File: config.mk
export PLATFORM = sky130hd
export DESIGN_NAME = angle_ctrl_seq
export DESIGN_NICKNAME = d
export VERILOG_FILES = /design/src/rtl/angle_ctrl_seq.sv
export SDC_FILE = /design/constraint.sdc
export NUM_CORES = 1
export LEC_CHECK = 0
export CAP_MARGIN = 15
export CELL_PAD_IN_SITES_DETAIL_PLACEMENT = 0
export CELL_PAD_IN_SITES_GLOBAL_PLACEMENT = 1
export CORE_UTILIZATION = 40
export CTS_BUF_LIST = sky130_fd_sc_hd__clkbuf_2
export DETAILED_ROUTE_END_ITERATION = 16
export PLACE_DENSITY_LB_ADDON = 0.1
export SYNTH_ARGS = -nofsm -noshare
export SYNTH_HDL_FRONTEND = slang
export SYNTH_SLANG_ARGS = --single-unit
File: constraint.sdc
create_clock -name clk -period 2.05 [get_ports clk]
set_clock_uncertainty 0.1 [all_clocks]
set_input_delay 0.205 -clock clk [delete_from_list [all_inputs] [get_ports clk]]
set_output_delay 0.205 -clock clk [all_outputs]
set_load 0.03 [all_outputs]
File: src/rtl/angle_ctrl_seq.sv
// angle_ctrl_seq: pipeline enable sequencer (IDLE -> SETTLE -> FILL -> RUN).
// Optional feature macro ANGLE_CTRL_DRAIN_EN: an accepted restart drains
// the enables one stage per cycle (DRAIN) instead of clearing them at once.
module angle_ctrl_seq #(
    parameter int unsigned NUM_STAGES = 2,
    parameter int unsigned LOOP_LEN   = 2,
    parameter int unsigned CNT_W      = 4
) (
    input  logic                  clk,
    input  logic                  rst_n,
    input  logic                  restart,
    input  logic                  hold,
    output logic [NUM_STAGES-1:0] en,
    output logic                  loop_last,
    output logic [CNT_W-1:0]      iter_cnt,
    output logic                  busy
);

    localparam int unsigned IDX_W = (NUM_STAGES > 1) ? $clog2(NUM_STAGES) : 1;
    localparam int unsigned PH_W  = $clog2(LOOP_LEN);
    localparam logic [IDX_W-1:0] IDX_LAST = IDX_W'(NUM_STAGES - 1);
    localparam logic [PH_W-1:0]  PH_LAST  = PH_W'(LOOP_LEN - 1);
    localparam logic [CNT_W-1:0] CNT_MAX  = {CNT_W{1'b1}};

    typedef enum logic [2:0] {
        IDLE   = 3'd0,
        SETTLE = 3'd1,
        FILL   = 3'd2,
        RUN    = 3'd3,
        DRAIN  = 3'd4
    } state_t;

    state_t           state, state_n;
    logic [PH_W-1:0]  phase, phase_n;
    logic [IDX_W-1:0] idx, idx_n;
    // Cleared by reset so IDLE spans the first cycle after reset release.
    logic             armed;

    logic [NUM_STAGES-1:0] en_n;
    logic [CNT_W-1:0]      iter_n;
    logic                  loop_last_n;
    logic                  busy_n;

    // State and registered outputs, synchronous active-low reset.
    always_ff @(posedge clk) begin
        if (!rst_n) begin
            state     <= IDLE;
            phase     <= '0;
            idx       <= '0;
            armed     <= 1'b0;
            en        <= '0;
            loop_last <= 1'b0;
            iter_cnt  <= '0;
            busy      <= 1'b0;
        end else begin
            state     <= state_n;
            phase     <= phase_n;
            idx       <= idx_n;
            armed     <= 1'b1;
            en        <= en_n;
            loop_last <= loop_last_n;
            iter_cnt  <= iter_n;
            busy      <= busy_n;
        end
    end

    // Next state, RUN phase and fill/drain index; hold freezes FILL/RUN/DRAIN.
    always_comb begin
        state_n = state;
        phase_n = phase;
        idx_n   = idx;
        case (state)
            IDLE: begin
                if (armed) state_n = SETTLE;
            end
            SETTLE: begin
                state_n = FILL;
                idx_n   = '0;
            end
            FILL: begin
                if (!hold) begin
                    if (idx == IDX_LAST) begin
                        state_n = RUN;
                        phase_n = '0;
                        idx_n   = '0;
                    end else begin
                        idx_n = idx + IDX_W'(1);
                    end
                end
            end
            RUN: begin
                if (!hold) begin
                    if (phase == PH_LAST) begin
                        phase_n = '0;
                        if (restart) begin
`ifdef ANGLE_CTRL_DRAIN_EN
                            state_n = DRAIN;
                            idx_n   = '0;
`else
                            state_n = IDLE;
`endif
                        end
                    end else begin
                        phase_n = phase + PH_W'(1);
                    end
                end
            end
            DRAIN: begin
                if (!hold) begin
                    if (idx == IDX_LAST) begin
                        state_n = IDLE;
                        idx_n   = '0;
                    end else begin
                        idx_n = idx + IDX_W'(1);
                    end
                end
            end
            default: begin
                state_n = IDLE;
            end
        endcase
    end

    // Next values of the registered outputs.
    always_comb begin
        en_n   = en;
        iter_n = iter_cnt;
        case (state)
            IDLE: begin
                en_n   = '0;
                iter_n = '0;
            end
            FILL: begin
                if (!hold) en_n[idx] = 1'b1;
            end
            RUN: begin
                if (!hold && (phase == PH_LAST)) begin
                    if (restart) begin
`ifdef ANGLE_CTRL_DRAIN_EN
                        iter_n = iter_cnt;
`else
                        en_n   = '0;
                        iter_n = '0;
`endif
                    end else if (iter_cnt != CNT_MAX) begin
                        iter_n = iter_cnt + CNT_W'(1);
                    end
                end
            end
            DRAIN: begin
                if (!hold) begin
                    en_n[idx] = 1'b0;
                    if (idx == IDX_LAST) iter_n = '0;
                end
            end
            default: begin
                en_n = en;
            end
        endcase
        loop_last_n = (state_n == RUN) && (phase_n == PH_LAST);
        busy_n      = (state_n == FILL) || (state_n == DRAIN);
    end

endmodule

==> run metrics, run 1 <==
CTS Hold Buffers Added 0; CTS buffer count 3; WL final 1.57 mm; grt ovf 0; H-tree lvl count 1; Pre-antenna DRT Iters 4; Fillers 186; total of max-cap violations 0; area of the core 0.00175 mm^2; DR WL/cell 12.3 um; headroom to the max-slew limit 68.4%; minimum clock period 1790 ps; Peak Freq between 500 and 600 MHz; top cell type's share of synthesized area 37.1%; Final Hold Vio Count 0; met2 wire length slightly above 700 um; non-filler cells in the finished layout 128; largest area contributor in the netlist dfxtp_1; Crit. End Element flop; CTS sink count 14; vias per cell 5.27; IO buf count 11; Yosys reg bits 14; Final ANT Viol Nets 0; CP Class flop to flop; met3 WL 58 um; dpl cells 124; metal1 wirelength between 700 and 800 um; Mapped Area 756 um^2; Die W 45.5 um; most area-consuming cells after synthesis dfxtp_1 37%, nor3_1 4.6%, nor2b_1 4.1%, a21oi_1 4.0%, and4b_1 4.0%; Yosys Warn Count 0; peak supply drop 0.346 mV; Max Fanout on Critical Path 13; Critical path buffers and inverters 0; Hold Path Class flop to flop; ys flop type dfxtp_1; FP Rows 15; Critical Path Start Type flop; final HPWL from detailed placement 1.21 mm; clk root buf clkbuf_2; total power 528 uW; die area 0.00207 mm^2; Top Ports 12; first-pass GRT wire length about 2.7 mm; routed vias 674; count leader, synth dfxtp_1; Pins Over Slew Limit 0; 1st-iter DRT viols 23; DR DRC count 0; final worst path period share ~87%; P&R area growth vs syn 23.3%; largest net degree at the start of global routing 14; Layout Nets 110; Ant. Diodes 0; CP cell instances or4b_4 > o221ai_4 > a21bo_1 > a32o_1; WP data required between 2000 and 2500 ps; uppermost layer routed met4; CP delay by family, top compound AO/OA/AOI/OAI gates; status complete, no violations; die extent in y 45.5 um; gpl congestion about 0.82; post_cts resized 0; asr flop ratio synth 0%; post-synthesis sequential area ratio 37.1%; CP max-delay cell or4b_4; Leak 0.000368 uW; worst-skew pair later-pin latency 280 ps; starting density of the core between 40% and 50%; library cells used by synthesis 34; initial antenna violation count 0; Critical Path AT 1890 ps; total global-route track usage 18.4%; TritonCTS clock tree built; Post-synth EDFFs 0; crit-path max cell delay 560 ps; vias in the first global route 600; Post-CTS Setup Inserts 0; Cells after Synth 87; worst slew pin tran roughly 470 ps; Clk pin slew, worst setup/hold paths 140 ps; Final setup viols 0; WHS 355 ps; Clock Path Buffers 2; Syn Nets 93; RSZ-0062 raised after global routing false; Avg Cell Area, Syn slightly below 9 um^2; PwrDens about 570 mW/mm^2; share of layout cells above drive strength 1 about an eighth; most instantiated cells after synthesis 14 x dfxtp_1, 8 x nor2_1, 7 x nor3_1, 6 x a21oi_1, 6 x inv_1
-- layout make-up --
type	count	area, um^2	area share [%]
clock buffer	3	15.0	1.61
tap	25	31.3	3.36
inverter	6	22.5	2.42
timing repair buffer	17	155	16.6
multi-input combinational	62	424	45.5
clock inverter	1	3.75	0.403
sequential	14	280	30.1
-- flip-flops by register name, summed over array words and instances (netlist names) --
name       count
armed          1
busy           1
en             2
idx            1
iter_cnt       4
loop_last      1
phase          1
state          3
-- cell families (layout without fill, tap and decap cells) --
group,count (synthesis),count (layout),share of synthesized area [%]
adders and majority gates,2,2,3.31
DFF,14,14,37.1
buffers and inverters,11,27,6.79
AOI/OAI and AO/OA,22,22,24.0
and+or+nand+nor,38,38,28.8
-- routing by layer --
| metal | global-route usage [%] | vias to the layer above |
|---|---|---|
| met1 | 25.0 | 305 |
| met4 | 3.64 | 0 |
| met2 | 28.3 | 13 |
| met3 | 5.95 | 2 |
| li1 | - | 354 |
| met5 | 0 | - |
-- worst paths after layout --
kind             from          end  slack [ps]  cells after the start
max          state[0]  iter_cnt[1]         260                      4
min             en[1]        en[1]         360                      2
max reg2reg  state[0]  iter_cnt[1]         260                      4
min reg2reg     en[1]        en[1]         360                      2
-- where the power goes --
part	switching [uW]	leakage, uW	internal [uW]
Sequential	14.8	0.000114	281
Combinational	48.0	0.000240	49.7
Clock	91.2	0.0000140	42.4
-- cell usage in the layout, fill, tap and decap left out, types with 2 or more instances in the layout --
cell type and n:
inv_1 6, and4b_1 3, ha_1 2, or2b_1 2
clkdlybuf4s50_1 11, nand2_1 5, buf_4 6, nand3_1 2
clkbuf_2 3, a211oi_1 3, dfxtp_1 14, nor2b_1 5
nor2_1 8, a21oi_1 6, nor3_1 7
-- tightest hold or removal path, delay by kind of cell, from the launching register on --
kind	cells	cell delay (ps)
buf+inv	1	40
flops	1	330
compound gates	1	50
-- stage by stage --
stage | instance area, um^2 | setup TNS (ps) | worst slack (ps) | util, %
after floorplan | 756 | 0 | 355 | -
final | 932 | 0 | 258 | 53.4
after global routing | 932 | 0 | 169 | 53.4
after CTS | 932 | 0 | 246 | 53.4
after detailed placement | 913 | -48.9 | -48.9 | 52.3
after global placement | 913 | -9.78 | -9.78 | 52.3
(Power assumes the default switching activity.)
==> run 2, diff against run 1 <==
Settings changed: SKIP_CTS_REPAIR_TIMING set to 1.
==> results of run 2 <==
Same layout as run 1: the final DEF is identical, and so are final timing and power.
==> run 3, diff against run 2 <==
--- a/constraint.sdc
+++ b/constraint.sdc
@@ -4,2 +4,2 @@
 set_output_delay 0.205 -clock clk [all_outputs]
-set_load 0.03 [all_outputs]
+set_load 0.01 [all_outputs]
==> results of run 3 <==
Same layout as run 1 (identical final DEF). Status: complete, no violations.
Among the figures that moved: total power 528 uW -> 522 uW
